File: config.mk
export PLATFORM = sky130hd
export DESIGN_NAME = register_driver
export DESIGN_NICKNAME = d
export VERILOG_FILES = /design/src/rtl/register_driver.sv
export SDC_FILE = /design/constraint.sdc
export NUM_CORES = 1
export LEC_CHECK = 0
export ABC_AREA = 1
export CAP_MARGIN = 20
export CORE_MARGIN = 5
export CORE_UTILIZATION = 25
export CTS_CLUSTER_SIZE = 30
export DETAILED_ROUTE_END_ITERATION = 8
export GPL_TIMING_DRIVEN = 1
export REMOVE_ABC_BUFFERS = 1
export SYNTH_ARGS = -nofsm -noshare
export SYNTH_HDL_FRONTEND = slang
export SYNTH_SLANG_ARGS = --single-unit
File: constraint.sdc
create_clock -name clk -period 1.25 [get_ports clk]
set_input_delay 0.3125 -clock clk [delete_from_list [all_inputs] [get_ports clk]]
set_output_delay 0.3125 -clock clk [all_outputs]
set_load 0.05 [all_outputs]
File: src/rtl/register_driver.sv
// Command-side initiator that turns valid/ready ops into one-hot register control pulses.
// Optional shadow model of the driven register is enabled with `define REG_DRIVER_MIRROR_EN.
module register_driver #(
  parameter int WIDTH = 4,
  parameter int CNT_W = 4
) (
  input  logic             clk,
  input  logic             rst_n,
  input  logic             cmd_valid,
  output logic             cmd_ready,
  input  logic [2:0]       cmd_op,
  input  logic [WIDTH-1:0] cmd_arg,
  input  logic [CNT_W-1:0] cmd_cnt,
  output logic             cl,
  output logic             ld,
  output logic             inc,
  output logic             dec,
  output logic             sr,
  output logic             ir,
  output logic             sl,
  output logic             il,
  output logic [WIDTH-1:0] ld_data,
  output logic             busy,
  output logic             done,
`ifdef REG_DRIVER_MIRROR_EN
  input  logic [WIDTH-1:0] reg_q,
  output logic [WIDTH-1:0] mirror_q,
  output logic             mismatch,
`endif
  output logic             err
);

  localparam int IDX_W = (WIDTH > 1) ? $clog2(WIDTH) : 1;

  localparam logic [1:0] IDLE = 2'd0;
  localparam logic [1:0] EXEC = 2'd1;
  localparam logic [1:0] DONE = 2'd2;

  localparam logic [2:0] OP_NOP  = 3'd0;
  localparam logic [2:0] OP_CLR  = 3'd1;
  localparam logic [2:0] OP_LOAD = 3'd2;
  localparam logic [2:0] OP_INC  = 3'd3;
  localparam logic [2:0] OP_DEC  = 3'd4;
  localparam logic [2:0] OP_SHR  = 3'd5;
  localparam logic [2:0] OP_SHL  = 3'd6;
  localparam logic [2:0] OP_RSV  = 3'd7;

  logic [1:0]       state;
  logic [2:0]       op_r;
  logic [WIDTH-1:0] arg_r;
  logic [CNT_W-1:0] rem;
  logic [IDX_W-1:0] idx;

  logic [2:0]       fire_op;
  logic [WIDTH-1:0] fire_arg;
  logic             fire_bit;

  function automatic logic [IDX_W-1:0] idx_step(input logic [IDX_W-1:0] i);
    if (i == IDX_W'(WIDTH - 1)) return {IDX_W{1'b0}};
    else return i + IDX_W'(1);
  endfunction

  assign cmd_ready = (state == IDLE);
  assign busy      = (state != IDLE);

  // Select the pulse (if any) to present after the coming edge; rem counts pulses still owed including the current one.
  always_comb begin
    fire_op  = OP_NOP;
    fire_arg = {WIDTH{1'b0}};
    fire_bit = 1'b0;
    if (state == IDLE && cmd_valid && cmd_op != OP_NOP && cmd_op != OP_RSV) begin
      fire_op  = cmd_op;
      fire_arg = cmd_arg;
      fire_bit = cmd_arg[0];
    end else if (state == EXEC && rem != CNT_W'(1)) begin
      fire_op  = op_r;
      fire_arg = arg_r;
      fire_bit = arg_r[idx];
    end else begin
      fire_op  = OP_NOP;
    end
  end

  // Registered one-hot control pulses and their qualified data.
  always_ff @(posedge clk or negedge rst_n) begin
    if (!rst_n) begin
      cl      <= 1'b0;
      ld      <= 1'b0;
      inc     <= 1'b0;
      dec     <= 1'b0;
      sr      <= 1'b0;
      sl      <= 1'b0;
      ir      <= 1'b0;
      il      <= 1'b0;
      ld_data <= {WIDTH{1'b0}};
    end else begin
      cl      <= (fire_op == OP_CLR);
      ld      <= (fire_op == OP_LOAD);
      inc     <= (fire_op == OP_INC);
      dec     <= (fire_op == OP_DEC);
      sr      <= (fire_op == OP_SHR);
      sl      <= (fire_op == OP_SHL);
      ir      <= (fire_op == OP_SHR) && fire_bit;
      il      <= (fire_op == OP_SHL) && fire_bit;
      ld_data <= (fire_op == OP_LOAD) ? fire_arg : {WIDTH{1'b0}};
    end
  end

  // Command FSM: accept, count pulses down (no wrap), then a single done cycle.
  always_ff @(posedge clk or negedge rst_n) begin
    if (!rst_n) begin
      state <= IDLE;
      op_r  <= 3'd0;
      arg_r <= {WIDTH{1'b0}};
      rem   <= {CNT_W{1'b0}};
      idx   <= {IDX_W{1'b0}};
      done  <= 1'b0;
      err   <= 1'b0;
    end else begin
      case (state)
        IDLE: begin
          done <= 1'b0;
          err  <= 1'b0;
          if (cmd_valid) begin
            op_r  <= cmd_op;
            arg_r <= cmd_arg;
            idx   <= idx_step({IDX_W{1'b0}});
            if (cmd_op == OP_CLR || cmd_op == OP_LOAD || cmd_cnt == {CNT_W{1'b0}})
              rem <= CNT_W'(1);
            else
              rem <= cmd_cnt;
            if (cmd_op == OP_NOP || cmd_op == OP_RSV) begin
              state <= DONE;
              done  <= 1'b1;
              err   <= (cmd_op == OP_RSV);
            end else begin
              state <= EXEC;
            end
          end
        end
        EXEC: begin
          if (rem == CNT_W'(1)) begin
            state <= DONE;
            done  <= 1'b1;
            err   <= 1'b0;
          end else begin
            rem <= rem - CNT_W'(1);
            idx <= idx_step(idx);
          end
        end
        DONE: begin
          state <= IDLE;
          done  <= 1'b0;
          err   <= 1'b0;
        end
        default: begin
          state <= IDLE;
          done  <= 1'b0;
          err   <= 1'b0;
        end
      endcase
    end
  end

`ifdef REG_DRIVER_MIRROR_EN
  // Shadow copy of the driven register, following the same pulse priority it uses.
  always_ff @(posedge clk or negedge rst_n) begin
    if (!rst_n)   mirror_q <= {WIDTH{1'b0}};
    else if (cl)  mirror_q <= {WIDTH{1'b0}};
    else if (ld)  mirror_q <= ld_data;
    else if (inc) mirror_q <= mirror_q + WIDTH'(1);
    else if (dec) mirror_q <= mirror_q - WIDTH'(1);
    else if (sr)  mirror_q <= {ir, mirror_q[WIDTH-1:1]};
    else if (sl)  mirror_q <= {mirror_q[WIDTH-2:0], il};
    else          mirror_q <= mirror_q;
  end

  assign mismatch = (state == IDLE) && (mirror_q != reg_q);
`endif

endmodule
; ---- Yosys cells after proc, flatten, opt, wreduce, memory -nomap -nowiden
; Index checks and enable logic that the tools add are counted.
; Widths: inputs -> output; s select.
[op_classes]
muxes = 29
n_reduce_logical = 18
n_lt_le_gt_ge = 1
n_addsub = 2
eq_ne = 17
[ops]
columns = op, n
row1 = $mux 4, 6
row2 = $eq 3x3->1 const B, 4
row3 = $mux 2, 6
row4 = $eq 3x2->1 const B, 3
row5 = $mux 1, 9
row6 = $pmux 2 s2, 2
row7 = $pmux 4 s2, 1
row8 = $eq 3x1->1 const B, 2
row9 = $logic_and 1x1->1, 6
row10 = $mux 3, 2
row11 = $eq 4x1->1 const B, 1
row12 = $logic_not 4->1, 1
row13 = $ne 2x2->1 const B, 2
row14 = $ne 4x1->1 const B, 1
row15 = $pmux 1 s2, 2
row16 = $reduce_and 2->1, 2
row17 = $reduce_bool 2->1, 2
row18 = $sub 4x1->4 const B, 1
row19 = $logic_not 3->1, 1
row20 = $logic_or 1x1->1, 3
row21 = $lt 2x3->1 const B, 1
row22 = $ne 3x3->1 const B, 1
row23 = $reduce_and 3->1, 1
row24 = $reduce_bool 3->1, 1
row25 = other kinds (6), 6
[totals]
out_inout_bits = 16
ff_bits = 29
word_cells = 83

; ---- Logic depth before layout (Yosys ltp)
; Gate-level depths: netlist of run 1.
[logic_depth]
ltp_word = 7
ltp_mapped = 9
ltp_nobuf = 9

; ---- Worst setup path after synthesis of run 1
; OpenSTA, ideal clock, no wires.
[synth_timing]
path_type = reg-to-reg
startpoint = register state[1]
endpoint = register rem[1]
required_time_ns = 1.167
setup_time_ns = 0.083
path_slack_ns = -0.177
stages_incl_launch_ff = 10
period_less_slack_ns = 1.427
n_path_buf = 0
arrival_ns = 1.344
path_cell_list = dfrtp_1 -> inv_2 -> nand2_4 -> inv_2 -> nand2_2 -> nand2_4 -> inv_2 -> a21oi_1 -> nand2_1 -> o21ai_0
[synth_between]
elab_chain_len = 3
word_cells_on_any_way = 7
cone_classes = eq/ne (3) / mux (1) / reduce/logical (3)
[synth_lines]
columns = item, line_no
row1 = start: declaration, 48  ; logic [1:0] state;
row2 = start signal: assignment, 112  ; state <= IDLE;
row3 = start signal: assignment, 133  ; state <= DONE;
row4 = start signal: assignment, 137  ; state <= EXEC;
row5 = $logic_not 2->1 (*), n/a
row6 = net cmd_ready, 10  ; output logic cmd_ready,
row7 = $ne 2x2->1 (no line) / $reduce_bool 2->1 (equally long branches), n/a
row8 = $reduce_and 3->1 (no line), n/a
row9 = end signal: assignment, 115  ; rem <= {CNT_W{1'b0}};
row10 = end signal: assignment, 131  ; rem <= cmd_cnt;
row11 = end signal: assignment, 147  ; rem <= rem - CNT_W'(1);
row12 = end: declaration, 51  ; logic [CNT_W-1:0] rem;
; The timed path passes the listed nets; every way through them passes the cells marked *.
; A chain may end at the register's enable or synchronous reset.

; ---- Final worst setup path of run 1
[layout_timing]
startpoint = register state[1]
endpoint = output port cmd_ready
[layout_between]
elab_chain_len = 1
[layout_lines]
columns = item, line_no
row1 = $logic_not 2->1, 63  ; assign cmd_ready = (state == IDLE);
row2 = end: declaration, 10
; No other way between the ends.

==> results.json, run 1 <==
{
  "cts_buffers": 5,
  "insertedDiodeCount": 0,
  "ir_drop_mv": 1.34,
  "critPathArrivalTime_ns": 1.08,
  "cts_root_buffer": "clkbuf_8",
  "portBuffers": 29,
  "syn_area_per_cell_um2": 8.23,
  "endpoint_kind": "output pin",
  "slew_headroom_pct": 84.1,
  "ys_warn_count": 0,
  "yosysTopAreaCell": "dfrtp_1",
  "gp_congestion": 0.777,
  "finClkSkew_ns": 0.00642,
  "post-route-drc-count": 0,
  "wl_per_cell_um": 11.4,
  "seq_area_frac_synth_pct": 49.0,
  "r2r-start": "state[1]",
  "layout_min_cycle_time_ns": 1.39,
  "synthTopCellsByCount": "nand2_1, dfrtp_1, inv_1",
  "clock_sinks": 29,
  "postCtsHoldBufs": 0,
  "num_rows": 28,
  "yosys.area.top_type_share_pct": 49.0,
  "grt-ovfl-total": 0,
  "synth-edff-count": 0,
  "nets": 260,
  "powerDensity_nw_per_um2": 2390,
  "setup_viol": 22,
  "crit_path_top_delay_cell": "dfrtp_1",
  "ant_nets": 0,
  "grt_pass1_wl_um": 6050,
  "cts_tree": "yes",
  "antenna_found_initial": 0,
  "crit_buf_inv": 4,
  "ys.flop_type": "dfrtp_1",
  "grt_usage_pct": 10.4,
  "finalSetupTns_ns": -1.61,
  "cpPeakStageDelay_ns": 0.39,
  "cts_htree_levels": 2,
  "rsz0062_at_grt": "yes",
  "path_clk_slew_ns": 0.06,
  "syn_inst": 180,
  "start_util_pct": 25.3,
  "layout-drive-gt1-share_pct": 40.3,
  "grt_pass1_vias": 1327,
  "crit_path_start_kind": "flop",
  "r2r_setup_slack_ns": -0.11,
  "drv_cap": 0,
  "crit_family": "flip-flops",
  "synth_area_leaders": "dfrtp_1, nand2_1, nand3_1",
  "drt_iter0_drc": 58,
  "worst_slew_pin_slew_ns": 0.238,
  "fillers": 554,
  "post-route-period-util_pct": 111,
  "clock_latency_ns": 0.28,
  "totalWireLength_um": 3630,
  "fp.dieW_um": 87.0,
  "status": "finished, violations left",
  "hold_viol": 0,
  "core_area_um2": 5850,
  "final_area_um2": 2490,
  "vias_per_cell": 4.28,
  "first_pass_iters": 4,
  "io_pins": 30,
  "violations": "negative setup slack",
  "async_flop_share_pct": 100,
  "cts_buffer_depth": 2,
  "synth_most_common_cell": "nand2_1",
  "pre_cts_slack_ns": -0.438,
  "layout_setup_ws_ns": -0.139,
  "path_class": "reg -> out",
  "crit_top_cell": "inv_2",
  "worst_ep_required_time_ns": 0.94,
  "dieArea_um2": 7570,
  "fin_cells": 318,
  "postPlaceCellArea_um2": 2160,
  "syn2layout_area_growth_pct": 68.4,
  "fp.dieH_um": 87.0,
  "leakagePower_nw": 1.21,
  "grt_max_degree": 30,
  "max_freq_mhz": 720,
  "crit_chain": "inv_2, nand2_4, inv_2, buf_6, buf_12",
  "cp-startpoint": "state[1]",
  "synth-seq-cells": 29,
  "dp_cells": 301,
  "vias": 1362,
  "yosysUniqueCellTypes": 24,
  "hpwl_um": 2560,
  "syn_area_um2": 1480,
  "cp_max_fo": 3,
  "hp-class": "in -> async",
  "final_max_slew_viol_count": 0
}
stage by stage:
stage	hold WS (ns)	total power [mW]	utilization (%)
final	0.404	5.96	42.6
after global routing	0.425	6.37	42.6
after CTS	0.412	5.80	41.7
after detailed placement	0.465	4.40	37.0
after global placement	0.463	4.36	37.0
after floorplan	0.0169	3.11	-
cells in the final DEF (no fill, tap or decap), types with 2 or more instances in the layout:
cell             netlist  routed
dfrtp_1               29      29
o21ai_0               17      11
buf_6                  1       6
inv_4                  0       2
inv_2                  5      10
nor2_4                 1       2
nand3_4                1       3
ha_1                   3       2
nand3_1               20      14
nand3_2                2       6
nand2_2                6      10
clkbuf_8               0       6
buf_12                 0      18
dlygate4sd2_1          0       4
nor3_2                 1       3
nor2_1                13      12
buf_4                  0      20
nand2_1               44      35
nand2_4                2       6
o21ai_1                0       6
inv_1                 24      17
clkdlybuf4s50_1        0       9
sequential cells by signal, summed over array words and instances (netlist names):
| register | flops |
|---|---|
| arg_r | 4 |
| ld_data | 4 |
| rem | 4 |
| op_r | 3 |
| idx | 2 |
| state | 2 |
| cl | 1 |
| dec | 1 |
| done | 1 |
| err | 1 |
| il | 1 |
| inc | 1 |
| ir | 1 |
| ld | 1 |
| sl | 1 |
| sr | 1 |
where the power goes:
part           switching (mW)  internal [mW]  total, mW
clock network           0.335          0.436      0.771
logic                    1.97           1.69       3.66
registers               0.263           1.27       1.53
total                    2.57           3.39       5.96
path summary, 6_finish.rpt:
kind,cells after the start,end
min,2,dec
min reg2reg,2,rem[2]
min in group clk,2,rem[2]
max reg2reg,7,ld_data[0]
max in group asynchronous,2,arg_r[0]
max,5,cmd_ready
layout make-up:
class | instances | area [um^2] | share of cell area [%]
clock buffer | 7 | 86.3 | 3.46
inverter | 29 | 114 | 4.56
sequential | 29 | 726 | 29.1
tap | 75 | 93.8 | 3.76
multi-input combinational | 121 | 772 | 30.9
timing repair buffer | 57 | 703 | 28.2
logic make-up after synthesis:
family,count (synthesis),synth area share [%]
simple gates,94,31.7
buf+inv,31,8.45
flops,29,49.0
compound gates,23,8.36
fa+ha+maj,3,2.53
timing repair:
action,CTS,global route
setup endpoints to repair,21,25
pin swaps,12,9
buffers inserted,6,4
cloned,1,0
hold endpoints to repair,0,0
gates resized for setup,40,14
metal layers:
metal / track usage (%) / share of wire (%) / vias up
met5: 0 / 0 / -
met4: 5.81 / 2.3 / 0
met3: 2.84 / 5.1 / 7
met2: 16.6 / 49 / 29
met1: 12.6 / 44 / 625
li1: - / - / 701
Power figures use the tool's default switching activity.
==> run 2: changes to the inputs <==
--- a/config.mk
+++ b/config.mk
@@ -13,6 +13,7 @@
 export DETAILED_ROUTE_END_ITERATION = 8
 export GPL_TIMING_DRIVEN = 1
 export REMOVE_ABC_BUFFERS = 1
+export SETUP_SLACK_MARGIN = 0.1
 export SYNTH_ARGS = -nofsm -noshare
 export SYNTH_HDL_FRONTEND = slang
 export SYNTH_SLANG_ARGS = --single-unit
==> constraint.sdc (replaced) <==
create_clock -name clk -period 1.1 [get_ports clk]
set_input_delay 0.275 -clock clk [delete_from_list [all_inputs] [get_ports clk]]
set_output_delay 0.275 -clock clk [all_outputs]
set_load 0.05 [all_outputs]
==> run 2 against run 1 <==
Net effect:
- the flow still finishes with violations (negative setup slack)
- die area stayed put
- wire length grew 6.2%
- register-to-register slack lost 0.14 ns
- first-iteration DRC count up 19%
- clock power is 14% higher
- sequential share of layout area fell by 0.86 points
- setup slack got worse by 0.14 ns
- utilization is 1.3 points higher
- largest power group unchanged
==> results.json, run 2 (same netlist as run 1, synthesis figures left out) <==
{
  "max_freq_mhz": 725,
  "fp.dieW_um": 87.0,
  "powerDensity_nw_per_um2": 2750,
  "core_area_um2": 5850,
  "drv_cap": 0,
  "switching_share_pct": 43.5,
  "critPathArrivalTime_ns": 1.11,
  "clock_latency_ns": 0.28,
  "nets": 263,
  "totalWireLength_um": 3860,
  "ant_nets": 0,
  "insertedDiodeCount": 0,
  "layout_min_cycle_time_ns": 1.38,
  "drt_iter0_drc": 69,
  "p_clk_share_pct": 12.4,
  "fp.dieH_um": 87.0,
  "post-route-period-util_pct": 125,
  "setup_viol": 40,
  "cts_buffer_depth": 2,
  "seq_power_share_pct": 24.8,
  "hpwl_um": 2630,
  "grt-ovfl-total": 0,
  "worst_slew_pin_slew_ns": 0.231,
  "first_pass_iters": 4,
  "num_rows": 28,
  "power.combinational.fraction_pct": 62.8,
  "endpoint_kind": "output pin",
  "reg2reg_to": "rem[0]",
  "antenna_found_initial": 0,
  "cts_root_buffer": "clkbuf_8",
  "fin_cells": 321,
  "grt_usage_pct": 11.0,
  "crit_path_start_kind": "flop",
  "largestRegisters": "arg_r (4), ld_data (4), rem (4)",
  "wl_per_cell_um": 12.0,
  "p_sw_mw": 3.07,
  "postCtsHoldBufs": 0,
  "path_clk_slew_ns": 0.06,
  "p_int_mw": 3.99,
  "fillers": 545,
  "rsz0062_at_grt": "yes",
  "vias_per_cell": 4.44,
  "clock_sinks": 29,
  "cts_htree_levels": 2,
  "dieArea_um2": 7570,
  "io_pins": 30,
  "vias": 1426,
  "grt_pass1_vias": 1384,
  "gp_congestion": 0.805,
  "finClkSkew_ns": 0.00431,
  "pre_cts_slack_ns": -0.566,
  "cts_buffers": 5,
  "violations": "negative setup slack",
  "grt_pass1_wl_um": 6400,
  "final_max_slew_viol_count": 0,
  "layout_setup_ws_ns": -0.280,
  "status": "finished, violations left",
  "r2r_cells": 8,
  "r2r-start": "rem[1]",
  "hp-class": "in -> async",
  "portBuffers": 29,
  "r2r_setup_slack_ns": -0.25,
  "ir_drop_mv": 1.55,
  "dp_cells": 304,
  "final_area_um2": 2570,
  "leakagePower_nw": 1.24,
  "hold_viol": 0,
  "grt_max_degree": 30,
  "cts_tree": "yes",
  "layout-drive-gt1-share_pct": 43.5,
  "post-route-drc-count": 0,
  "whs_ns": 0.353,
  "slew_headroom_pct": 84.6,
  "path_class": "reg -> out",
  "postPlaceCellArea_um2": 2190,
  "worst_ep_required_time_ns": 0.82,
  "mostFrequentLayoutCell": "nand2_1",
  "start_util_pct": 25.3,
  "syn2layout_area_growth_pct": 73.6,
  "cp_max_fo": 3,
  "final_cell_mix": "nand2_1, dfrtp_1, inv_1, buf_4, buf_12"
}
run 2: cell count changes in the layout (fill, tap and decap cells not counted), moves of 4 or more:
cell / delta
o21ai_2: +4
inv_2: -5
o21ai_1: +4
nand2_2: +5
o21ai_0: -8
buf_6: +4
run 2: worst max-delay path, cell delays in order, from the launching register on:
cell and delay, ns:
dfrtp_1 0.39, inv_2 0.07, nand2_4 0.08, inv_4 0.07
buf_6 0.09, buf_12 0.12
run 2: through the flow:
| step | util (%) | power (mW) | TNS, ns |
|---|---|---|---|
| CTS | 42.0 | 6.59 | -4.51 |
| global placement | 37.4 | 4.99 | -11.47 |
| detailed placement | 37.4 | 5.02 | -11.77 |
| floorplan | - | 3.53 | -5.94 |
| finish | 43.9 | 7.07 | -5.12 |
| global route | 43.9 | 7.54 | -8.31 |
run 2: how the worst max path moves through the flow:
stage | from | end | slack, ns | cells after the start
after detailed placement | cmd_valid | ld_data[0] | -0.57 | 8
after floorplan | state[1] | rem[1] | -0.42 | 9
final | state[1] | cmd_ready | -0.28 | 5
after CTS | state[1] | busy | -0.27 | 4
after global placement | cmd_valid | ld_data[3] | -0.54 | 8
after global routing | state[1] | ld_data[3] | -0.36 | 8
run 2: timing repair:
item / CTS / global route
pin swaps: 10 / 12
cloned: 0 / 0
setup buffers: 7 / 3
gates resized for setup: 43 / 31
endpoints found under the setup margin: 45 / 45
run 2: layout make-up:
cell class / instances / area, um^2 / share of cell area (%)
Clock buffer: 7 / 86.3 / 3.36
Inverter: 29 / 121 / 4.72
Multi-Input combinational cell: 120 / 796 / 30.9
Sequential cell: 29 / 726 / 28.2
Tap cell: 75 / 93.8 / 3.65
Timing Repair Buffer: 61 / 748 / 29.1
run 2: routing by layer:
metal | GRT usage, % | share of wire, % | wire length, um
met1 | 13.5 | 41 | 1570
met2 | 17.5 | 52 | 1990
met3 | 2.65 | 5.7 | 220
met4 | 6.23 | 2.0 | 79
met5 | 0 | 0 | 0
run 2: power by group through the flow:
stage          combinational (mW)  clock [mW]  sequential [mW]
6_report                     4.44       0.877             1.75
5_1_grt                      4.78       0.954             1.81
4_1_cts                      3.96       0.903             1.73
3_5_place_dp                 3.29           0             1.73
3_3_place_gp                 3.26           0             1.73
2_1_floorplan                1.54           0             1.99
==> run 3: changes to the inputs <==
--- a/config.mk
+++ b/config.mk
@@ -5,13 +5,13 @@
 export SDC_FILE = /design/constraint.sdc
 export NUM_CORES = 1
 export LEC_CHECK = 0
-export ABC_AREA = 1
 export CAP_MARGIN = 20
 export CORE_MARGIN = 5
 export CORE_UTILIZATION = 25
 export CTS_CLUSTER_SIZE = 30
 export DETAILED_ROUTE_END_ITERATION = 8
-export GPL_TIMING_DRIVEN = 1
+export GPL_TIMING_DRIVEN = 0
+export HOLD_SLACK_MARGIN = 0.08
 export REMOVE_ABC_BUFFERS = 1
 export SETUP_SLACK_MARGIN = 0.1
 export SYNTH_ARGS = -nofsm -noshare
==> run 3 against run 2 <==
Net effect:
- the flow still finishes with violations (negative setup slack)
- clock power increased by 30%
- via count shrank 14%
- utilization decreased by 2.7 points
- area after synthesis fell by 6.7%
- critical path type is now reg -> reg
==> results.json, run 3 <==
{
  "finClkSkew_ns": 0.00601,
  "cts_tree": "yes",
  "post-route-drc-count": 0,
  "worst_slew_pin_slew_ns": 0.727,
  "p_int_mw": 3.70,
  "drt_iter0_drc": 61,
  "fp.dieW_um": 84.4,
  "largestRegisters": "arg_r (4), ld_data (4), rem (4)",
  "hpwl_um": 2230,
  "switching_share_pct": 39.9,
  "postCtsHoldBufs": 0,
  "clock_latency_ns": 0.28,
  "hp-class": "in -> async",
  "slew_headroom_pct": 51.5,
  "hold_viol": 0,
  "max_freq_mhz": 588,
  "ys_warn_count": 0,
  "synthTopCellsByCount": "dfrtp_1, nand2_1, nor2_1",
  "final_max_slew_viol_count": 0,
  "path_clk_slew_ns": 0.06,
  "finalSetupTns_ns": -12.84,
  "crit_path_start_kind": "flop",
  "grt_pass1_vias": 1181,
  "layout-drive-gt1-share_pct": 36.2,
  "first_pass_iters": 4,
  "antenna_found_initial": 0,
  "worst_ep_required_time_ns": 1.32,
  "cts_root_buffer": "clkbuf_8",
  "path_class": "reg -> reg",
  "seq_area_frac_synth_pct": 52.5,
  "start_util_pct": 25.4,
  "totalWireLength_um": 3450,
  "drv_cap": 0,
  "cpPeakStageDelay_ns": 0.43,
  "dieArea_um2": 7120,
  "final_cell_mix": "dfrtp_1, nand2_1, buf_6",
  "io_pins": 30,
  "post-route-period-util_pct": 155,
  "layout_min_cycle_time_ns": 1.70,
  "cts_buffer_depth": 2,
  "vias_per_cell": 4.60,
  "rsz0062_at_grt": "yes",
  "whs_ns": 0.157,
  "post-route-util_pct": 41.3,
  "core_area_um2": 5440,
  "yosysUniqueCellTypes": 31,
  "violations": "negative setup slack",
  "p_clk_share_pct": 18.6,
  "grt-ovfl-total": 0,
  "nets": 212,
  "mostFrequentLayoutCell": "dfrtp_1",
  "clock_sinks": 29,
  "yosysTopAreaCell": "dfrtp_1",
  "setup_viol": 33,
  "critPathArrivalTime_ns": 1.92,
  "ant_nets": 0,
  "endpoint_kind": "flop",
  "leakagePower_nw": 1.01,
  "num_rows": 27,
  "p_sw_mw": 2.45,
  "crit_path_top_delay_cell": "or3b_4",
  "vias": 1233,
  "gp_congestion": 0.745,
  "cp_max_fo": 6,
  "insertedDiodeCount": 0,
  "async_flop_share_pct": 100,
  "grt_usage_pct": 10.4,
  "wl_per_cell_um": 12.9,
  "fp.dieH_um": 84.4,
  "yosys.area.top_type_share_pct": 52.5,
  "status": "finished, violations left",
  "grt_max_degree": 17,
  "crit_chain": "inv_2, ha_4, or3b_4, a31oi_4, a311o_2, and3_1",
  "synth-seq-cells": 29,
  "portBuffers": 29,
  "grt_pass1_wl_um": 5870,
  "syn_inst": 140,
  "power.combinational.fraction_pct": 53.0,
  "layout_setup_ws_ns": -0.602,
  "syn_area_um2": 1380,
  "synth_area_leaders": "dfrtp_1, nand2_1, a32oi_1",
  "syn_area_per_cell_um2": 9.88,
  "ir_drop_mv": 0.881,
  "syn2layout_area_growth_pct": 62.4,
  "cts_buffers": 5,
  "synth-edff-count": 0,
  "powerDensity_nw_per_um2": 2740,
  "ys.flop_type": "dfrtp_1",
  "synth_most_common_cell": "dfrtp_1",
  "seq_power_share_pct": 28.4,
  "cts_htree_levels": 2
}
run 3: cell count changes after synthesis, sizes merged, moves of 7 or more:
cell	before	now
o21ai	18	6
nor3	3	10
nand3	23	4
nand2	52	26
inv	29	6
run 3: final timing paths:
kind                            cells after the start  slack, ns         end     start
worst max-delay path                                6      -0.60         inc    rem[1]
worst min-delay path                                1       0.16  ld_data[2]     rst_n
worst max register to register                      6      -0.60         inc    rem[1]
worst min register to register                      2       0.50    arg_r[3]  arg_r[3]
max in group asynchronous                           2       0.40    state[1]     rst_n
min in group clk                                    2       0.50    arg_r[3]  arg_r[3]
run 3: timing repair:
action                                  CTS  global route
resized for setup                       151             9
pin swaps                                19             4
setup buffers                            16             5
hold endpoints to repair                  0             0
endpoints found under the setup margin   61            45
run 3: layout make-up:
class / instances / area [um^2]
fill: 524 / 3190
clock buffer: 7 / 86.3
clock inverter: 1 / 30.0
multi-input combinational: 101 / 756
tap: 72 / 90.1
inverter: 6 / 22.5
timing repair buffer: 52 / 533
sequential: 29 / 728
run 3: power groups by stage:
stage / clock [mW] / combinational, mW / sequential, mW
final: 1.14 / 3.26 / 1.75
after global routing: 1.22 / 3.55 / 1.80
after CTS: 1.16 / 3.01 / 1.74
after detailed placement: 0 / 2.22 / 1.72
after global placement: 0 / 2.16 / 1.71
after floorplan: 0 / 1.31 / 1.95
run 3: worst max-delay path: cells and delay by family, from the launching register on:
| family | cells | cell delay, ns |
|---|---|---|
| AO/OA/AOI/OAI | 2 | 0.46 |
| AND/OR/NAND/NOR | 2 | 0.59 |
| flip-flops | 1 | 0.39 |
| adder cells (fa/ha/maj) | 1 | 0.12 |
| buffers and inverters | 1 | 0.08 |
run 3: logic make-up (layout without fill, tap and decap cells):
group           Yosys count  in the layout  share of synthesized area [%]
simple gates             60             60                           20.7
compound gates           35             35                           17.6
flops                    29             29                           52.5
buf+inv                  10             66                           3.44
fa+ha+maj                 3              3                           2.72
mux                       2              2                           2.35
xor+xnor                  1              1                          0.634
run 3: through the flow:
stage          setup slack, ns  std cells  power (mW)  instance area, um^2
2_1_floorplan           -0.887        136        3.25                 1360
3_3_place_gp             -1.36        237        3.87                 1740
3_5_place_dp             -1.22        239        3.94                 1770
4_1_cts                 -0.586        263        5.91                 2170
5_1_grt                 -0.683        268        6.56                 2250
6_report                -0.602        268        6.15                 2250
run 3: routing by layer:
| metal | part of all wire (%) | routed length [um] | global-route usage [%] |
|---|---|---|---|
| met5 | 0 | 0 | 0 |
| met4 | 1.8 | 61 | 4.32 |
| met3 | 5.7 | 196 | 2.85 |
| met2 | 48 | 1660 | 16.9 |
| met1 | 44 | 1530 | 13.0 |
